## src/rtl/ram_sync_clr.sv

```systemverilog
// Parametrised single-port synchronous RAM with a hardware clear sequencer, ready flag and out-of-range error.
// Optional per-byte write enables are built when RAM_BYTE_WE_EN is defined.
module ram_sync_clr #(
  parameter int DW    = 32,
  parameter int DEPTH = 32,
  parameter int AW    = 5
) (
  input  logic          clk,
  input  logic          rst,
  input  logic          clr,
  input  logic          cen,
  input  logic          wen,
  input  logic [AW-1:0] addr,
  input  logic [DW-1:0] din,
`ifdef RAM_BYTE_WE_EN
  input  logic [DW/8-1:0] be,
`endif
  output logic [DW-1:0] dout,
  output logic          ready,
  output logic          err
);

  typedef enum logic {
    S_CLEAR = 1'b0,
    S_IDLE  = 1'b1
  } state_t;

  localparam logic [AW-1:0] LAST_WORD = AW'(DEPTH - 1);

  state_t        state, state_d;
  logic [AW-1:0] clr_ptr, clr_ptr_d;
  logic [DW-1:0] dout_d;
  logic          err_d;
  logic          in_range;

  logic          mem_we;
  logic [AW-1:0] mem_waddr;
  logic [DW-1:0] mem_wdata;
  logic [DW-1:0] mem [DEPTH];

`ifdef RAM_BYTE_WE_EN
  localparam int NB = DW / 8;
  logic [NB-1:0] mem_wbe;
`endif

  // Unsigned compare on AW+1 bits so DEPTH == 2**AW still fits.
  assign in_range = ({1'b0, addr} < (AW+1)'(DEPTH));
  assign ready    = (state == S_IDLE);

  // NOTE: every signal written here gets a default first, so no path can leave one unassigned and infer a latch.
  always_comb begin
    state_d   = state;
    clr_ptr_d = clr_ptr;
    dout_d    = '0;
    err_d     = 1'b0;
    mem_we    = 1'b0;
    mem_waddr = addr;
    mem_wdata = din;
`ifdef RAM_BYTE_WE_EN
    mem_wbe   = '1;
`endif
    case (state)
      S_CLEAR: begin
        mem_we    = 1'b1;
        mem_waddr = clr_ptr;
        mem_wdata = '0;
        if (clr_ptr == LAST_WORD) begin
          state_d   = S_IDLE;
          clr_ptr_d = '0;
        end else begin
          clr_ptr_d = clr_ptr + AW'(1);
        end
      end
      S_IDLE: begin
        if (clr) begin
          state_d   = S_CLEAR;
          clr_ptr_d = '0;
        end else if (cen) begin
          if (!in_range) begin
            err_d = 1'b1;
          end else if (wen) begin
            mem_we = 1'b1;
`ifdef RAM_BYTE_WE_EN
            mem_wbe = be;
`endif
          end else begin
            dout_d = mem[addr];
          end
        end
      end
      default: state_d = S_CLEAR;
    endcase
    // Reset aborts whatever write this cycle would have made.
    if (rst) mem_we = 1'b0;
  end

  // NOTE: state registers use non-blocking assignments so every flop samples pre-edge values.
  always_ff @(posedge clk) begin
    if (rst) begin
      state   <= S_CLEAR;
      clr_ptr <= '0;
      dout    <= '0;
      err     <= 1'b0;
    end else begin
      state   <= state_d;
      clr_ptr <= clr_ptr_d;
      dout    <= dout_d;
      err     <= err_d;
    end
  end

  // NOTE: the array itself has no reset; the clear sequencer defines its contents, keeping it mappable to RAM.
  always_ff @(posedge clk) begin
    if (mem_we) begin
`ifdef RAM_BYTE_WE_EN
      for (int b = 0; b < NB; b++) begin
        if (mem_wbe[b]) mem[mem_waddr][b*8 +: 8] <= mem_wdata[b*8 +: 8];
      end
`else
      mem[mem_waddr] <= mem_wdata;
`endif
    end
  end

endmodule

```

## config.mk

```make
export PLATFORM = sky130hd
export DESIGN_NAME = ram_sync_clr
export DESIGN_NICKNAME = d
export VERILOG_FILES = /design/src/rtl/ram_sync_clr.sv
export SDC_FILE = /design/constraint.sdc
export NUM_CORES = 1
export LEC_CHECK = 0
export BUFFER_PORTS_ARGS = -buffer_cell sky130_fd_sc_hd__buf_2
export CORE_MARGIN = 2
export CORE_UTILIZATION = 40
export DETAILED_ROUTE_END_ITERATION = 12
export SLEW_MARGIN = 15
export SYNTH_ARGS = -nofsm -noshare
export SYNTH_HDL_FRONTEND = slang
export SYNTH_SLANG_ARGS = --single-unit
```

## constraint.sdc

```tcl
create_clock -name clk -period 6.3 [get_ports clk]
set_input_delay 0.315 -clock clk [delete_from_list [all_inputs] [get_ports clk]]
set_output_delay 0.315 -clock clk [all_outputs]
set_load 0.05 [all_outputs]
```

==> out/metrics.cfg, run 1 <==
[run_status]
outcome=completed

[detailed_routing]
num_vias=19500
ant_nets=0
viasPerCell=5.73
drc_errors=0
wire_per_inst_um=29.5
first_pass_iters=5
drt_first_iter_violations=2234
wl_mm=100

[clock_tree]
root_buffer=clkbuf_16
clock_sinks=1062
htreeDepth=3
cts_tree=yes
cts-buffers-inserted=107
ctsLongestPathBuffers=3
clk_pin_slew_worst_paths_ns=0.06
clk_latency_ns=0.68

[layout]
final_common_cell=edfxtp_1
fillers=8333
multi_input_comb_area_mm2=0.00871
final_cells=3408
area_growth_pct=14.3
seq_area_mm2=0.0315
drive_gt1_share_pct=26.4
final_cell_mix=edfxtp_1 (1024), mux4_2 (187), mux2i_1 (129)
fin_util_pct=46.3
fin_nets=2003

[logic_synthesis]
synthesis.nets=1868
synth-main-ff-cell=edfxtp_1
synth_top_area_share_pct=75.6
ys_types=39
synth_cells=1824
synth-edff-count=1024
synth-seq-cells=1062
async_flop_share_pct=0
synth_warnings=0
ys_top_cells_by_area=edfxtp_1 (76%), mux4_2 (10%), mux2i_1 (3.2%), mux4_1 (2.4%), dfxtp_1 (1.9%)
syn_area_mm2=0.0407
ys_seq_area_share_pct=77.4
synth.largest_area_cell=edfxtp_1
avgSynthCellArea_um2=22.3

[power]
clkPwrFrac_pct=43.5
power_density_mw_per_mm2=312
power_switching_mw=2.93
p_seq_share_pct=52.9
power_mw=14.5
peakVddDrop_mv=0.228
internal_power_mw=11.6
pwr-share-comb_pct=3.5
leakage_nw=14.5
sw_frac_of_total_pct=20.2

[die]
die_y_um=323
start_util_pct=40.5
io_pins=76
die_w_um=323
fp.dieArea_mm2=0.104
core_region_area_mm2=0.100
fp-row-count=116

[grt]
grt_max_degree=138
grt_pass1_vias=20200
grt_use_total_pct=19.4
gr-total-overflow=0
grt_pass1_wl_mm=145
antenna_found_initial=3

[sta]
final.setup.worst_slack_ns=2.73
tightest_slew_ns=1.05
clock_skew_ns=0.0257
slew-limit-headroom_pct=30.3
finalHoldViolations=0
max_freq_ghz=0.280
rsz0062_at_grt=false
setup_tns_ns=0
drv_slew=0
setup_violations=0
post-route-period-util_pct=56.7
final.min_clock_period_ns=3.57

[worst_setup_path]
endpoint_kind=flop
cp_data_arrival_time_ns=3.89
crit_type=flop to flop
path_max_fanout=37
r2r_slack_ns=2.73
cp-start-kind=flop
crit_required_ns=6.61

[worst_hold_path]
hp-class=input pin to flop

[placed_design]
gp_congestion=0.801
dp_hpwl_mm=56.0
portBuffers=74
place_ws_ns=2.38
dp_cells=3202

[run]
maxCapViolCount=0

==> sequential cells by signal, summed over array words and instances (netlist names) <==
register	count
mem	1024
dout	32
clr_ptr	5
ready	1
==> layout make-up <==
| class | count | area share (%) |
|---|---|---|
| Sequential cell | 1062 | 67.8 |
| Inverter | 1 | 0.0108 |
| Clock inverter | 58 | 1.23 |
| Clock buffer | 142 | 6.35 |
| Multi-Input combinational cell | 651 | 18.7 |
| Timing Repair Buffer | 136 | 2.23 |
| Tap cell | 1357 | 3.65 |
| Antenna cell | 1 | 0.00538 |
==> stage by stage <==
stage | hold slack [ns] | area (um2)
2_1_floorplan | 0.419 | 40700
3_3_place_gp | 0.553 | 42700
3_5_place_dp | 0.566 | 42900
4_1_cts | 0.0131 | 46400
5_1_grt | 0.0577 | 46500
6_report | 0.0681 | 46500
==> routing by layer <==
layer	track usage [%]	vias to the layer above	wire length, um
li1	-	8048	-
met1	26.9	10500	41800
met2	31.9	777	49300
met3	3.04	174	6700
met4	5.52	0	2670
met5	0	-	0
==> path summary, 6_finish.rpt <==
path,start,to,cells past startpoint
setup reg to reg,ready$_SDFF_PP0_,mem[31][21]$_DFFE_PP_,6
hold / removal,addr[4],dout[17]$_SDFF_PP0_,2
setup / recovery,ready$_SDFF_PP0_,mem[31][21]$_DFFE_PP_,6
hold reg to reg,clr_ptr[3]$_SDFFE_PP0P_,clr_ptr[3]$_SDFFE_PP0P_,2
==> power groups by stage <==
stage | logic (mW) | registers, mW | clock network (mW)
floorplan | 0.364 | 7.83 | 0
CTS | 0.520 | 7.68 | 6.42
global route | 0.543 | 7.68 | 6.68
global placement | 0.503 | 7.83 | 0
finish | 0.514 | 7.69 | 6.32
detailed placement | 0.517 | 7.83 | 0
==> cells by family after synthesis <==
logic type | count (synthesis) | share of synthesized area [%]
other | 1 | 0.00922
adder cells (fa/ha/maj) | 2 | 0.0615
AO/OA/AOI/OAI | 172 | 3.14
AND/OR/NAND/NOR | 122 | 1.50
buffers and inverters | 111 | 1.91
flip-flops | 1062 | 77.4
multiplexers | 354 | 15.9
==> worst max-delay path, stage by stage (launching register included) <==
cell     delay, ns
dfxtp_2       0.67
buf_4         0.50
nand3_1       0.14
o21ai_0       0.11
nand2_1       0.46
nor2_4        0.78
buf_4         0.51
==> cell usage after synthesis (2+ instances only) <==
cell	number
edfxtp_1	1024
mux4_2	187
mux2i_1	129
clkbuf_1	43
nor2_1	39
dfxtp_1	38
mux4_1	37
and2_1	33
a221o_1	32
a22oi_1	32
a31oi_1	32
a221oi_1	26
o21ai_0	26
nand2_1	25
buf_2	20
buf_6	18
buf_4	14
buf_12	8
a21oi_1	6
o2111ai_1	6
o21ai_1	6
nand3b_1	5
a21o_1	4
buf_1	4
nor2b_1	4
nor3_1	4
nor3b_1	4
nand2b_1	3
nand3_1	3
clkbuf_4	2
ha_1	2
==> repair_timing <==
action,4_1_cts,5_1_grt
resized for setup,0,0
endpoints found under the hold margin,6,0
hold buffers,3,0
buffers inserted,0,0
(Power assumes the default switching activity.)
==> run 2, diff against run 1 <==
==> constraint.sdc (replaced) <==
create_clock -name clk -period 3.3 [get_ports clk]
set_input_delay 0.165 -clock clk [delete_from_list [all_inputs] [get_ports clk]]
set_output_delay 0.165 -clock clk [all_outputs]
set_load 0.05 [all_outputs]
==> run 2 against run 1 <==
Compared with the run above:
- routed wire length up 7.4%
- final cell count is 1.2% higher
- largest power group unchanged
- combinational power is 98% higher
- critical path depth decreased by 2
- first-iteration DRC count is 20% higher
- die area unchanged
- global-route usage grew 1.4 points
- sequential power increased by 91%
- setup slack worse by 2.2 ns
==> out/metrics.cfg, run 2 (synthesis results as in run 1) <==
[run_status]
outcome=completed

[layout]
diodes=0
area_growth_pct=15.1
fin_util_pct=46.7
largest_reg_flops=1024
final_cells=3450
stdcell_area_mm2=0.0469
top_register=mem
fin_nets=2047
top_regs=mem: 1024 flops, dout: 32 flops, clr_ptr: 5 flops
final_common_cell=edfxtp_1
final_cell_mix=edfxtp_1 (1024), mux4_2 (187), mux2i_1 (129)
drive_gt1_share_pct=27.0

[sta]
rsz0062_at_grt=false
tightest_slew_ns=1.11
drv_slew=0
final.min_clock_period_ns=2.81
finalHoldViolations=0
post-route-period-util_pct=85.2
max_freq_ghz=0.356
final.setup.worst_slack_ns=0.490
slew-limit-headroom_pct=25.8
whs_ns=0.146
setup_violations=0
clock_skew_ns=0.0367

[detailed_routing]
viasPerCell=5.81
top_layer_used=met5
drc_errors=0
drt_first_iter_violations=2671
ant_nets=0
first_pass_iters=6
route.met3.wl_mm=9.20
wire_per_inst_um=31.3
dr_wl_met2_mm=51.9
num_vias=20000
wl_mm=108
wl_met1_mm=44.3

[clock_tree]
ctsLongestPathBuffers=3
root_buffer=clkbuf_16
post_cts_resize_count=0
htreeDepth=3
clk_pin_slew_worst_paths_ns=0.06
clock_sinks=1062
clk_latency_ns=0.67
cts-buffers-inserted=107
cts_tree=yes

[power]
p_seq_share_pct=52.4
leakage_nw=14.7
clkPwrFrac_pct=44.0
power_density_mw_per_mm2=597
pwr-share-comb_pct=3.6
peakVddDrop_mv=0.476
sw_frac_of_total_pct=20.4
internal_power_mw=22.3
power_switching_mw=5.70

[worst_setup_path]
cp-start-kind=flop
path_max_fanout=29
r2r_slack_ns=0.49
crit_required_ns=3.64
worstRegToRegCells=4
endpoint_kind=flop
r2r-end=mem[20][6]$_DFFE_PP_
r2r-start=ready$_SDFF_PP0_
cp_data_arrival_time_ns=3.15
crit_type=flop to flop

[worst_hold_path]
min_from=din[26]
hp-class=input pin to flop
hold_path_depth=3
holdPathEnd=mem[6][26]$_DFFE_PP_

[grt]
grt_use_total_pct=20.8
antenna_found_initial=4
grt_max_degree=113
grt_pass1_wl_mm=152
grt_pass1_vias=20400
gr-total-overflow=0

[placed_design]
placed_cell_area_mm2=0.0432
dp_cells=3248
gp_congestion=0.808
place_ws_ns=0.532
dp_hpwl_mm=58.2
portBuffers=74

[die]
io_pins=76
core_region_area_mm2=0.100
fp-row-count=116
start_util_pct=40.5
fp.dieArea_mm2=0.104
die_y_um=323
die_w_um=323

[run]
maxCapViolCount=0

run 2: changes by cell type in the layout (fill, tap and decap cells not counted), moves of 2 or more:
cell,change
and2_1,+16
clkbuf_8,-3
and2_2,-16
clkbuf_16,-2
clkinv_2,-6
clkbuf_1,-3
buf_4,+46
clkinv_16,+2
clkinv_1,+5
bufinv_16,+4
buf_8,-2
run 2: critical path, stage by stage, from the launching register on:
cell     delay [ns]
dfxtp_2        0.46
a21oi_1        0.34
nand2_1        0.35
nor2_4         0.87
buf_4          0.44
run 2: per-stage QoR:
| stage | setup TNS, ns | power (mW) |
|---|---|---|
| 3_5_place_dp | 0 | 16.0 |
| 6_report | 0 | 28.0 |
| 3_3_place_gp | 0 | 16.0 |
| 2_1_floorplan | -57.05 | 15.6 |
| 5_1_grt | 0 | 28.8 |
| 4_1_cts | 0 | 28.2 |
run 2: what timing repair did:
| action | CTS | global route |
|---|---|---|
| hold endpoints to repair | 6 | 0 |
| buffers inserted | 0 | 0 |
| hold buffers | 3 | 0 |
| endpoints found under the setup margin | 0 | 0 |
run 2: power by group through the flow:
stage	clock (mW)	combinational, mW	sequential (mW)
2_1_floorplan	0	0.695	14.9
3_3_place_gp	0	1.02	15.0
3_5_place_dp	0	1.01	15.0
4_1_cts	12.5	1.02	14.7
5_1_grt	13.0	1.07	14.7
6_report	12.3	1.02	14.7
run 2: layer usage:
layer  track usage (%)  vias up
li1                  -     8140
met1              29.1    10800
met2              33.6      913
met3              4.06      179
met4              5.01        2
met5                 0        -
run 2: worst max-delay path by stage:
stage / startpoint / end / slack (ns) / depth (start not counted)
2_1_floorplan: ready$_SDFF_PP0_ / mem[18][0]$_DFFE_PP_ / -0.11 / 5
3_3_place_gp: clr / mem[28][22]$_DFFE_PP_ / 0.53 / 6
3_5_place_dp: clr / mem[28][22]$_DFFE_PP_ / 0.53 / 6
4_1_cts: ready$_SDFF_PP0_ / mem[28][30]$_DFFE_PP_ / 0.55 / 4
5_1_grt: ready$_SDFF_PP0_ / mem[20][8]$_DFFE_PP_ / 0.42 / 4
6_report: ready$_SDFF_PP0_ / mem[20][6]$_DFFE_PP_ / 0.49 / 4
run 2: cell type report:
class,count,area (um2)
clock buffers,134,2850
inverters,1,6.26
clock inverters,65,752
flip-flops and latches,1062,31500
fillers,8257,53600
well taps,1357,1700
multi-input cells,651,8690
repair buffers,180,1350
